--- src/rtl/ajc_sr_seq_ctrl_v_pkg.sv ---
// ajc_sr_seq_ctrl_v_pkg
//   Shared definitions for the shift/rotate sequencer and its 8-bit SR unit:
//   FSM state encoding, function-select codes, the largest per-pass shift and
//   a helper that builds the {C,N,V,Z} flag nibble from a pass result.
package ajc_sr_seq_ctrl_v_pkg;

    typedef enum logic [1:0] {
        ST_IDLE = 2'd0,
        ST_RUN  = 2'd1,
        ST_DONE = 2'd2
    } state_t;

    localparam logic [1:0] FS_SHRA  = 2'd0;
    localparam logic [1:0] FS_SHLL  = 2'd1;
    localparam logic [1:0] FS_RRC   = 2'd2;
    localparam logic [1:0] FS_PASSY = 2'd3;

    // The SR unit can move at most this many places in one pass.
    localparam logic [1:0] K_MAX = 2'd3;

    // {C,N,V,Z}: V is never produced by shifts/rotates.
    function automatic logic [3:0] make_cnvz(input logic c, input logic [7:0] res);
        return {c, res[7], 1'b0, (res == 8'h00)};
    endfunction

endpackage

--- src/rtl/ajc_sr_seq_ctrl_v_sr_unit.sv ---
// ajc_8bit_sr_unit_v
//   Combinational 8-bit shift/rotate unit, 0..3 places per evaluation.
//   Ports:
//     Func_Sel  in  2  0=SHRA 1=SHLL 2=RRC 3=PASS_Y
//     Operand_X in  8  value to shift/rotate
//     Operand_Y in  8  pass-through value
//     Const_K   in  2  places to move this pass
//     Cin       in  1  carry into the 9-bit RRC ring {C,X}
//     SR_Result out 8  shifted/rotated/passed value
//     Cout      out 1  ring carry after RRC; 0 for all other functions
module ajc_8bit_sr_unit_v
    import ajc_sr_seq_ctrl_v_pkg::*;
(
    input  logic [1:0] Func_Sel,
    input  logic [7:0] Operand_X,
    input  logic [7:0] Operand_Y,
    input  logic [1:0] Const_K,
    input  logic       Cin,
    output logic [7:0] SR_Result,
    output logic       Cout
);

    logic [8:0] ring_s;
    logic [8:0] rot_s;

    // Function select; RRC rotates the 9-bit ring by shifting a doubled copy
    // and keeping the low nine bits.
    always_comb begin
        SR_Result = Operand_X;
        Cout      = 1'b0;
        ring_s    = {Cin, Operand_X};
        rot_s     = 9'({ring_s, ring_s} >> Const_K);
        case (Func_Sel)
            FS_SHRA: begin
                SR_Result = $signed(Operand_X) >>> Const_K;
                Cout      = 1'b0;
            end
            FS_SHLL: begin
                SR_Result = Operand_X << Const_K;
                Cout      = 1'b0;
            end
            FS_RRC: begin
                SR_Result = rot_s[7:0];
                Cout      = rot_s[8];
            end
            FS_PASSY: begin
                SR_Result = Operand_Y;
                Cout      = 1'b0;
            end
            default: begin
                SR_Result = Operand_X;
                Cout      = 1'b0;
            end
        endcase
    end

endmodule

--- src/rtl/ajc_sr_seq_ctrl_v.sv ---
// ajc_sr_seq_ctrl_v
//   Multi-cycle sequencer around the 3-place SR unit. One accepted operation
//   of up to 2^AMT_W-1 places is split into passes of at most 3 places, the
//   RRC carry is chained between passes, and the final value plus flags are
//   returned with a one-cycle Done pulse.
//   Parameter: AMT_W (>= 2) width of Shift_Amt.
//   Ports:
//     Clock     in  1      rising-edge clock
//     Reset     in  1      asynchronous active-high reset
//     Start     in  1      request, taken only while Ready=1
//     Func_Sel  in  2      0=SHRA 1=SHLL 2=RRC 3=PASS_Y
//     Operand_X in  8      value to shift/rotate
//     Operand_Y in  8      pass-through value
//     Shift_Amt in  AMT_W  total places
//     Cin       in  1      RRC carry-in
//     Ready     out 1      high only in IDLE
//     Done      out 1      one-cycle pulse, Result/CNVZ valid
//     Result    out 8      final value, held until replaced or reset
//     CNVZ      out 4      {C,N,V,Z} of the final pass
module ajc_sr_seq_ctrl_v
    import ajc_sr_seq_ctrl_v_pkg::*;
#(
    parameter int AMT_W = 3
) (
    input  logic             Clock,
    input  logic             Reset,
    input  logic             Start,
    input  logic [1:0]       Func_Sel,
    input  logic [7:0]       Operand_X,
    input  logic [7:0]       Operand_Y,
    input  logic [AMT_W-1:0] Shift_Amt,
    input  logic             Cin,
    output logic             Ready,
    output logic             Done,
    output logic [7:0]       Result,
    output logic [3:0]       CNVZ
);

    state_t           state_r;
    logic [1:0]       func_r;
    logic [7:0]       work_r;
    logic [7:0]       y_r;
    logic [AMT_W-1:0] rem_r;
    logic             carry_r;
    logic             ready_r;
    logic             done_r;
    logic [7:0]       result_r;
    logic [3:0]       cnvz_r;

    logic [1:0]       k_s;
    logic [AMT_W-1:0] rem_next_s;
    logic             last_pass_s;
    logic [7:0]       sr_result_s;
    logic             sr_cout_s;

    // Per-pass size: min(rem,3); the operation ends when nothing remains or
    // the function is PASS_Y, which always completes in one pass.
    always_comb begin
        if (rem_r >= AMT_W'(3)) begin
            k_s = K_MAX;
        end else begin
            k_s = rem_r[1:0];
        end
        rem_next_s  = rem_r - AMT_W'(k_s);
        last_pass_s = (rem_next_s == {AMT_W{1'b0}}) || (func_r == FS_PASSY);
    end

    ajc_8bit_sr_unit_v u_sr (
        .Func_Sel  (func_r),
        .Operand_X (work_r),
        .Operand_Y (y_r),
        .Const_K   (k_s),
        .Cin       (carry_r),
        .SR_Result (sr_result_s),
        .Cout      (sr_cout_s)
    );

    // Sequencer FSM with registered Ready/Done/Result/CNVZ.
    always_ff @(posedge Clock or posedge Reset) begin
        if (Reset) begin
            state_r  <= ST_IDLE;
            func_r   <= FS_SHRA;
            work_r   <= 8'h00;
            y_r      <= 8'h00;
            rem_r    <= {AMT_W{1'b0}};
            carry_r  <= 1'b0;
            ready_r  <= 1'b1;
            done_r   <= 1'b0;
            result_r <= 8'h00;
            cnvz_r   <= 4'h0;
        end else begin
            case (state_r)
                ST_IDLE: begin
                    done_r <= 1'b0;
                    if (Start) begin
                        func_r  <= Func_Sel;
                        work_r  <= Operand_X;
                        y_r     <= Operand_Y;
                        rem_r   <= Shift_Amt;
                        carry_r <= Cin;
                        ready_r <= 1'b0;
                        state_r <= ST_RUN;
                    end else begin
                        ready_r <= 1'b1;
                        state_r <= ST_IDLE;
                    end
                end
                ST_RUN: begin
                    // work/carry/rem chain into the next pass; they are
                    // deliberately left as-is once the operation finishes.
                    work_r  <= sr_result_s;
                    carry_r <= sr_cout_s;
                    rem_r   <= rem_next_s;
                    ready_r <= 1'b0;
                    if (last_pass_s) begin
                        result_r <= sr_result_s;
                        cnvz_r   <= make_cnvz(sr_cout_s, sr_result_s);
                        done_r   <= 1'b1;
                        state_r  <= ST_DONE;
                    end else begin
                        done_r   <= 1'b0;
                        state_r  <= ST_RUN;
                    end
                end
                ST_DONE: begin
                    done_r  <= 1'b0;
                    ready_r <= 1'b1;
                    state_r <= ST_IDLE;
                end
                default: begin
                    done_r  <= 1'b0;
                    ready_r <= 1'b1;
                    state_r <= ST_IDLE;
                end
            endcase
        end
    end

    assign Ready  = ready_r;
    assign Done   = done_r;
    assign Result = result_r;
    assign CNVZ   = cnvz_r;

endmodule

--- config.mk ---
export PLATFORM = sky130hd
export DESIGN_NAME = ajc_sr_seq_ctrl_v
export DESIGN_NICKNAME = d
export VERILOG_FILES = /design/src/rtl/ajc_sr_seq_ctrl_v_pkg.sv /design/src/rtl/ajc_sr_seq_ctrl_v_sr_unit.sv /design/src/rtl/ajc_sr_seq_ctrl_v.sv
export SDC_FILE = /design/constraint.sdc
export NUM_CORES = 1
export LEC_CHECK = 0
export CORE_ASPECT_RATIO = 2
export CORE_UTILIZATION = 57
export DETAILED_ROUTE_END_ITERATION = 16
export PLACE_DENSITY_LB_ADDON = 0.25
export SLEW_MARGIN = 5
export SYNTH_ARGS = -nofsm -noshare
export SYNTH_HDL_FRONTEND = slang
export SYNTH_SLANG_ARGS = --single-unit
--- constraint.sdc ---
create_clock -name Clock -period 3.3 [get_ports Clock]
set_clock_uncertainty 0.05 [all_clocks]
set_input_delay 0.33 -clock Clock [delete_from_list [all_inputs] [get_ports Clock]]
set_output_delay 0.33 -clock Clock [all_outputs]
set_load 0.05 [all_outputs]
==> flow_metrics.env <==
export IMPL_slew_headroom=0.490
export IMPL_antenna_found_initial=0
export IMPL_min_period_ns=2.55
export IMPL_coreArea_mm2=0.00368
export IMPL_antenna_left=0
export IMPL_cts_buffers=5
export IMPL_nFillCells=287
export IMPL_via_per_inst=6.26
export IMPL_drv_slew=0
export IMPL_synth_edff_count=0
export IMPL_ys_top_cells_by_area="dfrtp_1 (38%), mux2_2 (7.5%), o21ai_0 (5.4%)"
export IMPL_clkLatencyLatePin_ns=0.29
export IMPL_ys_seq_elements=35
export IMPL_cts_max_level=2
export IMPL_fp_dieW_um=46.4
export IMPL_crit_arrival_ns=2.69
export IMPL_diodes=0
export IMPL_tightest_slew_ns=0.760
export IMPL_powerDensity_mw_per_mm2=1210
export IMPL_drt_initial_drc_count=55
export IMPL_place_hpwl_um=4580
export IMPL_postCtsSetupBuffers=0
export IMPL_cts_tree="done"
export IMPL_cp_start_kind="flip-flop"
export IMPL_cts_sinks=35
export IMPL_critPathKind="flip-flop to flip-flop"
export IMPL_final_common_cell="clkdlybuf4s50_1"
export IMPL_rsz0062_at_grt="no"
export IMPL_synth_fa_ha_area_frac=0.00558
export IMPL_slowest_stage="dfrtp_1"
export IMPL_reg2reg_depth=6
export IMPL_cp_max_fo=24
export IMPL_syn_mean_instance_area_um2=9.19
export IMPL_ys_types=54
export IMPL_synthArstFlopShare=1.00
export IMPL_io_pins=39
export IMPL_period_share=0.772
export IMPL_yosys_area_top_type="dfrtp_1"
export IMPL_drc=0
export IMPL_ys_seq_area_frac=0.391
export IMPL_nets=298
export IMPL_cp_depth=6
export IMPL_ctsHoldBuffers=0
export IMPL_synth_compound_area_frac=0.261
export IMPL_synthFlopType="dfrtp_1"
export IMPL_p_total_mw=3.25
export IMPL_num_rows=31
export IMPL_yosys_area_share_simple=0.169
export IMPL_drive_gt1_frac=0.143
export IMPL_finalWirelength_um=6060
export IMPL_wl_per_cell_um=18.8
export IMPL_start_util=0.608
export IMPL_area_growth_syn_to_layout_pct=20.3
export IMPL_io_buffers=37
export IMPL_fmax_ghz=0.392
export IMPL_syn_inst=244
export IMPL_critPathCaptureType="flip-flop"
export IMPL_syn_num_nets=270
export IMPL_path_cells="nand2b_1 -> ha_1 -> mux2_2 -> o21ai_2 -> nand3_2 -> o31ai_1"
export IMPL_grt_pass1_vias=2018
export IMPL_grt_ovfl_total=0
export IMPL_synth_cell_area_mm2=0.00224
export IMPL_status="completed"
export IMPL_preCtsSetupSlack_ns=0.807
export IMPL_critical_path_buf_inv_count=0
export IMPL_leakage_nw=1.09
export IMPL_crit_family="flip-flops"
export IMPL_critPathMaxStageDelay_ns=0.84
export IMPL_root_buffer="clkbuf_8"
export IMPL_synth_top_area_frac=0.379
export IMPL_grt_max_degree=36
export IMPL_route_vias_total=2016
export IMPL_grt_use_total=0.329
export IMPL_final_setup_worst_slack_ns=0.751
export IMPL_finalHoldViolCount=0
export IMPL_ff2ff_setup_slack_ns=0.75
export IMPL_final_cell_mix="clkdlybuf4s50_1 (37), dfrtp_1 (34), nand2_1 (30)"
export IMPL_drv_cap=0
export IMPL_setup_viol_count_final=0
export IMPL_grt_pass1_wl_um=9930
export IMPL_yosys_area_share_xor_xnor=0
export IMPL_die_y_um=90.7
export IMPL_setup_tns_final_ns=0
export IMPL_gp_congestion=0.949
export IMPL_required_ns=3.44
export IMPL_hold_class="input pin to asynchronous set/reset pin"
export IMPL_dieArea_mm2=0.00420
export IMPL_yosys_warnings=0
export IMPL_cts_resized=0
export IMPL_ir_drop_mv=0.851
export IMPL_synthMuxAreaShare=0.105
export IMPL_clockBufferDepth=2
export IMPL_clkSlewWorstSetupHoldPaths_ns=0.07
export IMPL_drt_pass1_iterations=4
export IMPL_synth_top_family_by_area="compound AO/OA/AOI/OAI gates"
worst register-to-register path: stages (launching register included):
cell and delay (ns):
dfrtp_1 0.84, nand2b_1 0.21, ha_1 0.27, mux2_2 0.29, o21ai_2 0.20, nand3_2 0.29, o31ai_1 0.31
Yosys cell counts (2+ instances only):
| cell | n |
|---|---|
| a22o_1 | 2 |
| buf_4 | 3 |
| nor2_2 | 2 |
| buf_2 | 7 |
| buf_6 | 4 |
| a22oi_1 | 2 |
| nor3_1 | 6 |
| a21o_1 | 3 |
| o32ai_1 | 2 |
| clkbuf_1 | 6 |
| nor2_1 | 4 |
| mux2_2 | 15 |
| o21ai_1 | 4 |
| dfrtp_1 | 34 |
| mux2i_1 | 4 |
| inv_1 | 7 |
| a21oi_1 | 16 |
| nand2b_1 | 11 |
| a211o_1 | 2 |
| o31ai_1 | 4 |
| o21a_1 | 2 |
| a32oi_1 | 6 |
| a31oi_1 | 2 |
| o221a_2 | 2 |
| o21ai_0 | 24 |
| nand3_1 | 4 |
| nand2_1 | 30 |
| o2111a_1 | 2 |
| nor2b_1 | 8 |
| o211ai_1 | 2 |
routing by layer:
layer,track usage,part of all wire,vias to the layer above
met5,0,0,-
met4,0.213,0.051,0
met3,0.0380,0.045,21
met2,0.529,0.53,71
met1,0.384,0.37,971
li1,-,-,953
cell type report:
cell class | instances | area, um2 | share of cell area
clock buffer | 6 | 82.6 | 0.0306
clock inverter | 2 | 35.0 | 0.0130
inverter | 7 | 26.3 | 0.00974
multi-input combinational | 182 | 1210 | 0.450
sequential | 35 | 877 | 0.325
tap | 49 | 61.3 | 0.0227
timing repair buffer | 41 | 400 | 0.148
through the flow:
step / area, um2 / cells / hold slack (ns) / utilization
detailed placement: 2580 / 314 / 0.424 / 0.700
floorplan: 2240 / 244 / 0.397 / -
CTS: 2700 / 322 / 0.415 / 0.732
finish: 2700 / 322 / 0.403 / 0.732
global placement: 2580 / 314 / 0.416 / 0.700
global route: 2700 / 322 / 0.457 / 0.732
sequential cells by signal, summed over array words and instances, names as in the netlist:
name,cells
work_r,8
y_r,8
Result,7
CNVZ,3
rem_r,3
func_r,2
Done,1
Ready,1
carry_r,1
state_r,1
worst paths after layout:
kind,to,start
worst min-delay path,carry_r,Reset
worst min register to register,Result[0],Result[0]
worst max-delay path,CNVZ[2],rem_r[2]
worst max register to register,CNVZ[2],rem_r[2]
max in group asynchronous,Ready,Reset
min in group Clock,Result[0],Result[0]
where the power goes:
part / switching (mW) / internal, mW
combinational: 1.10 / 0.776
sequential: 0.342 / 0.639
clock: 0.153 / 0.244
total: 1.59 / 1.66
kinds of logic (layout without fill, tap and decap cells):
family | after synthesis | in the layout
multiplexers | 20 | 20
AO/OA/AOI/OAI | 87 | 87
other | 1 | 1
buffers and inverters | 27 | 56
AND/OR/NAND/NOR | 73 | 73
adder cells (fa/ha/maj) | 1 | 1
flip-flops | 35 | 35
(Power assumes the default switching activity.)
